## config.mk

```make
export PLATFORM = sky130hd
export DESIGN_NAME = jump_control_stack
export DESIGN_NICKNAME = d
export VERILOG_FILES = /design/src/rtl/jump_control_stack.sv
export SDC_FILE = /design/constraint.sdc
export NUM_CORES = 1
export LEC_CHECK = 0
export ABC_AREA = 1
export CORE_UTILIZATION = 55
export CTS_CLUSTER_SIZE = 14
export DETAILED_ROUTE_END_ITERATION = 8
export PLACE_DENSITY_LB_ADDON = 0.3
export SYNTH_ARGS = -nofsm -noshare
export SYNTH_HDL_FRONTEND = slang
export SYNTH_SLANG_ARGS = --single-unit
```

## constraint.sdc

```tcl
create_clock -name clk -period 4.2 [get_ports clk]
set_clock_uncertainty 0.1 [all_clocks]
set_input_delay 1.26 -clock clk [delete_from_list [all_inputs] [get_ports clk]]
set_output_delay 1.26 -clock clk [all_outputs]
set_load 0.005 [all_outputs]
```

## src/rtl/jump_control_stack.sv

```systemverilog
// Jump/branch/call/return decode with a DEPTH-entry return stack of {address, flags, int-frame}.
// Redirect outputs are combinational in the decode cycle; stack, sp, int_en and errors update on the clock.
module jump_control_stack #(
    parameter int                ADDR_W     = 8,
    parameter int                FLAG_W     = 4,
    parameter int                INS_W      = 20,
    parameter int                DEPTH      = 4,
    parameter logic [ADDR_W-1:0] INT_VECTOR = 8'hF0
) (
    input  logic                         clk,
    input  logic                         reset,
    input  logic [INS_W-1:0]             ins,
    input  logic                         ins_valid,
    input  logic [ADDR_W-1:0]            current_address,
    input  logic [FLAG_W-1:0]            flag_ex,
    input  logic                         irq,
    output logic                         pc_mux_sel,
    output logic [ADDR_W-1:0]            jmp_loc,
    output logic                         int_ack,
    output logic                         flag_restore_valid,
    output logic [FLAG_W-1:0]            flag_restore,
    output logic                         int_en,
    output logic [$clog2(DEPTH+1)-1:0]   sp,
    output logic                         stack_overflow,
    output logic                         stack_underflow
);

    localparam int SP_W  = $clog2(DEPTH+1);
    localparam int IDX_W = $clog2(DEPTH);
    localparam logic [SP_W-1:0] SP_FULL = SP_W'(DEPTH);

    localparam logic [4:0] OP_JMP  = 5'b11000;
    localparam logic [4:0] OP_CALL = 5'b11001;
    localparam logic [4:0] OP_JC   = 5'b11100;
    localparam logic [4:0] OP_JNC  = 5'b11101;
    localparam logic [4:0] OP_JZ   = 5'b11110;
    localparam logic [4:0] OP_JNZ  = 5'b11111;
    localparam logic [4:0] OP_RET  = 5'b10000;
    localparam logic [4:0] OP_RETI = 5'b10001;
    localparam logic [4:0] OP_EI   = 5'b10010;
    localparam logic [4:0] OP_DI   = 5'b10011;

    logic [4:0]        opcode;
    logic [ADDR_W-1:0] target;
    logic              unused_ins;

    assign opcode     = ins[INS_W-1 -: 5];
    assign target     = ins[ADDR_W-1:0];
    assign unused_ins = ^ins[INS_W-6:ADDR_W];

    logic [ADDR_W-1:0] stk_addr [DEPTH];
    logic [FLAG_W-1:0] stk_flag [DEPTH];
    logic              stk_int  [DEPTH];

    logic              stack_full;
    logic              stack_empty;
    logic              take_int;
    logic [SP_W-1:0]   sp_m1;
    logic [IDX_W-1:0]  wr_idx;
    logic [IDX_W-1:0]  top_idx;
    logic [ADDR_W-1:0] top_addr;
    logic [FLAG_W-1:0] top_flag;
    logic              unused_top_int;

    assign stack_full  = (sp == SP_FULL);
    assign stack_empty = (sp == '0);
    assign sp_m1       = sp - SP_W'(1);
    assign wr_idx      = sp[IDX_W-1:0];
    assign top_idx     = sp_m1[IDX_W-1:0];
    assign top_addr    = stk_addr[top_idx];
    assign top_flag    = stk_flag[top_idx];
    // Frame type is stored for debug visibility only; RET/RETI never check it.
    assign unused_top_int = stk_int[top_idx];

    // Interrupt beats any instruction in the same slot; a full stack holds it off silently.
    assign take_int = ins_valid & irq & int_en & ~stack_full;

    logic              do_push;
    logic              do_pop;
    logic [ADDR_W-1:0] push_addr;
    logic              push_int;
    logic              set_int_en;
    logic              clr_int_en;
    logic              set_ovf;
    logic              set_unf;

    always_comb begin
        pc_mux_sel         = 1'b0;
        jmp_loc            = '0;
        int_ack            = 1'b0;
        flag_restore_valid = 1'b0;
        flag_restore       = '0;
        do_push            = 1'b0;
        do_pop             = 1'b0;
        push_addr          = '0;
        push_int           = 1'b0;
        set_int_en         = 1'b0;
        clr_int_en         = 1'b0;
        set_ovf            = 1'b0;
        set_unf            = 1'b0;

        if (ins_valid) begin
            if (take_int) begin
                pc_mux_sel = 1'b1;
                jmp_loc    = INT_VECTOR;
                int_ack    = 1'b1;
                do_push    = 1'b1;
                push_addr  = current_address;
                push_int   = 1'b1;
                clr_int_en = 1'b1;
            end else begin
                case (opcode)
                    OP_JMP: begin
                        pc_mux_sel = 1'b1;
                        jmp_loc    = target;
                    end
                    OP_CALL: begin
                        if (stack_full) begin
                            set_ovf = 1'b1;
                        end else begin
                            pc_mux_sel = 1'b1;
                            jmp_loc    = target;
                            do_push    = 1'b1;
                            push_addr  = current_address + ADDR_W'(1);
                        end
                    end
                    OP_JC: begin
                        pc_mux_sel = flag_ex[0];
                        jmp_loc    = flag_ex[0] ? target : '0;
                    end
                    OP_JNC: begin
                        pc_mux_sel = ~flag_ex[0];
                        jmp_loc    = flag_ex[0] ? '0 : target;
                    end
                    OP_JZ: begin
                        pc_mux_sel = flag_ex[1];
                        jmp_loc    = flag_ex[1] ? target : '0;
                    end
                    OP_JNZ: begin
                        pc_mux_sel = ~flag_ex[1];
                        jmp_loc    = flag_ex[1] ? '0 : target;
                    end
                    OP_RET: begin
                        if (stack_empty) begin
                            set_unf = 1'b1;
                        end else begin
                            pc_mux_sel = 1'b1;
                            jmp_loc    = top_addr;
                            do_pop     = 1'b1;
                        end
                    end
                    OP_RETI: begin
                        if (stack_empty) begin
                            set_unf = 1'b1;
                        end else begin
                            pc_mux_sel         = 1'b1;
                            jmp_loc            = top_addr;
                            flag_restore_valid = 1'b1;
                            flag_restore       = top_flag;
                            do_pop             = 1'b1;
                            set_int_en         = 1'b1;
                        end
                    end
                    OP_EI:   set_int_en = 1'b1;
                    OP_DI:   clr_int_en = 1'b1;
                    default: ;
                endcase
            end
        end
    end

    always_ff @(posedge clk) begin
        if (reset) begin
            sp              <= '0;
            int_en          <= 1'b0;
            stack_overflow  <= 1'b0;
            stack_underflow <= 1'b0;
        end else begin
            if (do_push)
                sp <= sp + SP_W'(1);
            else if (do_pop)
                sp <= sp_m1;

            if (set_int_en)
                int_en <= 1'b1;
            else if (clr_int_en)
                int_en <= 1'b0;

            if (set_ovf)
                stack_overflow <= 1'b1;
            if (set_unf)
                stack_underflow <= 1'b1;
        end
    end

    // Frame storage needs no reset: sp alone defines which entries are live.
    always_ff @(posedge clk) begin
        if (!reset && do_push) begin
            stk_addr[wr_idx] <= push_addr;
            stk_flag[wr_idx] <= flag_ex;
            stk_int[wr_idx]  <= push_int;
        end
    end

endmodule

```

# Word-level counts from Yosys, hierarchy flattened

Memory sizes are Yosys's and may differ from the RTL's.
Cells that the tools add are included.

$add $sub $neg: 3
Eq/ne operators: 11
Multiplexer cells: 53
Bitwise logic cells: 6
Reduce and logical (&&, ||, !) cells: 6

Operators by type and width:

| operator              | count |
|---|---|
| $mux W8               | 12 |
| $pmux W8 S7           | 1 |
| $eq A5 B5 Y1 const B  | 10 |
| $mux W1               | 32 |
| $mux W4               | 4 |
| $add A8 B1 Y8 const B | 1 |
| $pmux W1 S7           | 1 |
| $mux W3               | 2 |
| $reduce_bool A2 Y1    | 2 |
| $add A3 B1 Y3 const B | 1 |
| $and A1 B1 Y1         | 3 |
| $eq A3 B3 Y1 const B  | 1 |
| $logic_not A3 Y1      | 1 |
| $not A1 Y1            | 3 |
| $sub A3 B1 Y3 const B | 1 |
| $pmux W1 S2           | 1 |
| $reduce_or A2 Y1      | 1 |
| $logic_and A1 B1 Y1   | 1 |
| $logic_not A1 Y1      | 1 |

Register bits after elaboration: 6
Memory bits (writable): 48
Input port bits: 36
Output and inout port bits: 21
Logic and storage cells: 85
Memories kept: 2

Memories:

| name     | words | width | read ports | clocked after memory_dff | wr ports | line | text |
|---|---|---|---|---|---|---|---|
| stk_addr | 4     | 8     | 1          | 0                        | 1        | 51   | `logic [ADDR_W-1:0] stk_addr [DEPTH];` |
| stk_flag | 4     | 4     | 1          | 0                        | 1        | 52   | `logic [FLAG_W-1:0] stk_flag [DEPTH];` |

# Depth between registers and ports, before layout

Word-level depth: 8
Mapped depth: 12
Gate-level depth less buffers: 10

# Worst setup path after synthesis

No wires, ideal clock.

Path type: input to output
Start point: in ins[17]
End point: out flag_restore[0]
Arrival: 1.991 ns
Required time: 2.840 ns
Setup slack: 0.849 ns
Cell stages on the path: 7
Buffers on the path: 0
Cells stage by stage: inv_1 -> nand3_2 -> nor2_1 -> nand2_1 -> inv_2 -> nand3_2 -> a21oi_1

Word-level cells in the longest chain between the ends: 4

RTL lines:

| what               | line | text |
|---|---|---|
| start: declaration | 12   | `input logic [INS_W-1:0] ins,` |
| $eq A5 B5 Y1       | 112  | `case (opcode)` |
| $mux W4            | 112  |  |
| $mux W4            | 103  | `if (take_int) begin` |
| $mux W4            | 102  | `if (ins_valid) begin` |
| end: declaration   | 21   | `output logic [FLAG_W-1:0] flag_restore,` |

Every way passes these cells.

# Worst setup path after layout

Start point: in ins[18]
End point: out jmp_loc[5]

Word-level cells in the longest chain between the ends: 5
Elaborated cells on any way between the ends: 12
Those cells by class: 8 x eq/ne; 3 x mux; 1 x reduce/logical

RTL lines:

| what                       | line | text |
|---|---|---|
| $eq A5 B5 Y1               | 112  |  |
| $reduce_or A2 Y1 (no line) | --   |  |
| $pmux W8 S7 (*)            | 112  |  |
| $mux W8 (*)                | 103  |  |
| $mux W8 (*)                | 102  |  |
| end: declaration           | 18   | `output logic [ADDR_W-1:0] jmp_loc,` |

Every way passes the cells marked *; elsewhere a longest branch is shown, timed or not.

==> impl_metrics.yaml <==
finish:
  postLayoutCellArea_um2: 3760
  fin_nets: 415
  antenna_cells: 0
  drive_gt1_share_pct: 22.7
  fin_cells: 441
  fill_cells: 317
  syn2layout_area_growth_pct: 36.9
timing:
  worst_slew_pin_slew_ps: 454
  fmax_ghz: 0.239
  rsz0062_at_grt: "yes"
  post-route-period-util_pct: 99.6
  drv_slew: 0
  post-route-min-period_ps: 4180
  setup_tns_ps: 0
  setup_viol_count_final: 0
  finalHoldViolCount: 0
  slew_headroom_pct: 69.6
  setup_slack_ps: 16.3
global_route:
  antenna_found_initial: 0
  grt_overflow: 0
  grt_start_max_net_pins: 29
  grt_usage_pct: 28.6
  grt_pass1_vias: 2279
  grt_pass1_wl_mm: 11.1
routing:
  ant_nets: 0
  dr_total_vias: 2500
  dr.pass1.iters: 7
  post_drt_via_cell_ratio: 5.67
  routed_wl_mm: 7.71
  drc: 0
  drtIter0Drc: 310
  wire_per_inst_um: 17.5
logic_synthesis:
  synth_seq_cells: 54
  synth-simple-area-share_pct: 23.8
  netlist_instances: 288
  synth_edf_count: 48
  synth_fa_ha_area_share_pct: 2.73
  synth.area.mux_share_pct: 0
  synth_top_family_by_area: "simple AND/OR/NAND/NOR gates"
  synthXorXnorAreaFrac_pct: 0.638
  synth_nets: 330
  netlist-cell-type-count: 32
  ys_warn_count: 0
  ys_seq_area_share_pct: 56.9
  synth_compound_area_share_pct: 11.0
  synth_top_flop_cell: "edfxtp_1"
  syn_avg_cell_area_um2: 9.54
  syn-cell-area_um2: 2750
  async_reset_ff_share_pct: 0
clock_network:
  clk_path_buf_depth: 2
  clkSinkCount: 54
  clk_latency_ps: 310
  htreeDepth: 2
  tritoncts: "done"
  cts_root_buf: "clkbuf_8"
  clk_pin_slew_ps: 90
  cts_buffers: 5
  cts_hold_buf: 0
setup_path:
  r2r_cells: 11
  crit_path_start_kind: "input port"
  worstPathMaxFanout: 5
  cp_data_required_time_ps: 2840
  critical_path_class: "input port to output pin"
  arrival_ps: 2820
  end_kind: "output pin"
floorplan:
  start_util_pct: 57.8
  pin_count: 57
  rows: 25
  die_y_um: 72.7
  dieArea_um2: 5280
  core_area_um2: 4750
  die_x_um: 72.7
placement:
  port_buffers: 49
  hpwl_mm: 4.52
  place_area_um2: 3480
  place_worst_setup_slack_ps: -310
  place.gp.congestion: 0.805
  dp_cells: 421
power:
  power-per-cell-area_nw_per_um2: 275
  leakage_nw: 1.63
  vdd_drop_max_v: 0.000243
worst_hold_path:
  hold_path.class: "register to register"
  holdPathStages: 1
run_status:
  outcome: "complete, no violations"
job:
  max_cap_viol_count: 0
[placed cells by master (no fill, tap or decap), types with 10 or more instances in the layout]
cell             count
a21oi_1             10
buf_4               35
clkdlybuf4s50_1     29
dlygate4sd2_1       13
edfxtp_1            48
inv_1               17
nand2_1             46
nand3_1             10
nor2_1              52
o21ai_0             29
[Yosys cell counts, types with 4 or more instances]
cell / number / area [µm²]
a21oi_1: 14 / 70.1
buf_2: 6 / 30.0
dfxtp_1: 6 / 120
edfxtp_1: 48 / 1440
ha_1: 6 / 75.1
inv_1: 18 / 67.6
inv_2: 4 / 15.0
nand2_1: 52 / 195
nand3_1: 12 / 60.1
nand3_2: 4 / 40.0
nor2_1: 54 / 203
o21ai_0: 29 / 145
o21ai_1: 4 / 20.0
o22ai_1: 4 / 25.0
[what timing repair did]
action	CTS	global route
resized for setup	28	18
cloned	1	0
setup endpoints to repair	14	11
endpoints found under the hold margin	0	0
pin swaps	6	7
setup buffers	4	7
[layout make-up]
cell class / instances / area [µm²] / share of cell area, %
multi-input cells: 203 / 1140 / 30.3
clock inverters: 3 / 40.0 / 1.06
inverters: 23 / 90.1 / 2.40
flip-flops and latches: 54 / 1560 / 41.5
clock buffers: 5 / 68.8 / 1.83
repair buffers: 86 / 776 / 20.6
well taps: 67 / 83.8 / 2.23
[power by group]
group / internal (mW) / total [mW] / switching, mW
clock: 0.176 / 0.341 / 0.166
combinational: 0.0525 / 0.112 / 0.0593
sequential: 0.580 / 0.580 / 0.000882
[sequential cells by signal, summed over array words and instances (netlist names)]
signal and flops:
int_en 1, stack_overflow 1, stk_addr 32, stk_flag 16, stack_underflow 1, sp 3
[final timing paths]
| check | startpoint | slack, ps | endpoint |
|---|---|---|---|
| worst min-delay path | stack_overflow | 380 | stack_overflow |
| worst max-delay path | ins[18] | 20 | jmp_loc[5] |
| worst min register to register | stack_overflow | 380 | stack_overflow |
| worst max register to register | sp[1] | 1690 | stk_flag[2][1] |
[worst max-delay path, stage by stage]
cell             delay (ps)
dlygate4sd2_1           260
inv_1                    80
nand3_2                 100
nor2_2                  110
nand2_2                  90
inv_4                   110
buf_6                   110
nand2_1                  40
nand2_1                  60
nand2_1                  40
nand2_1                  50
clkdlybuf4s50_1         490
[cells by family after synthesis]
logic type | Yosys count
AO/OA/AOI/OAI | 56
XOR/XNOR | 2
adder cells (fa/ha/maj) | 6
buffers and inverters | 32
flip-flops | 54
AND/OR/NAND/NOR | 138
[through the flow]
stage,utilization (%),hold WS (ps),power [mW]
3_3_place_gp,73.2,353,0.686
6_report,79.1,378,1.03
5_1_grt,79.1,402,1.06
4_1_cts,76.9,389,1.02
2_1_floorplan,-,360,0.632
3_5_place_dp,73.2,354,0.689
[per-layer routing]
layer	vias up	global-route usage, %	wire [µm]
li1	1147	-	-
met1	1141	36.1	2900
met2	181	48.8	3760
met3	31	5.66	767
met4	0	11.1	275
met5	-	0	0
(Power assumes the default switching activity.)
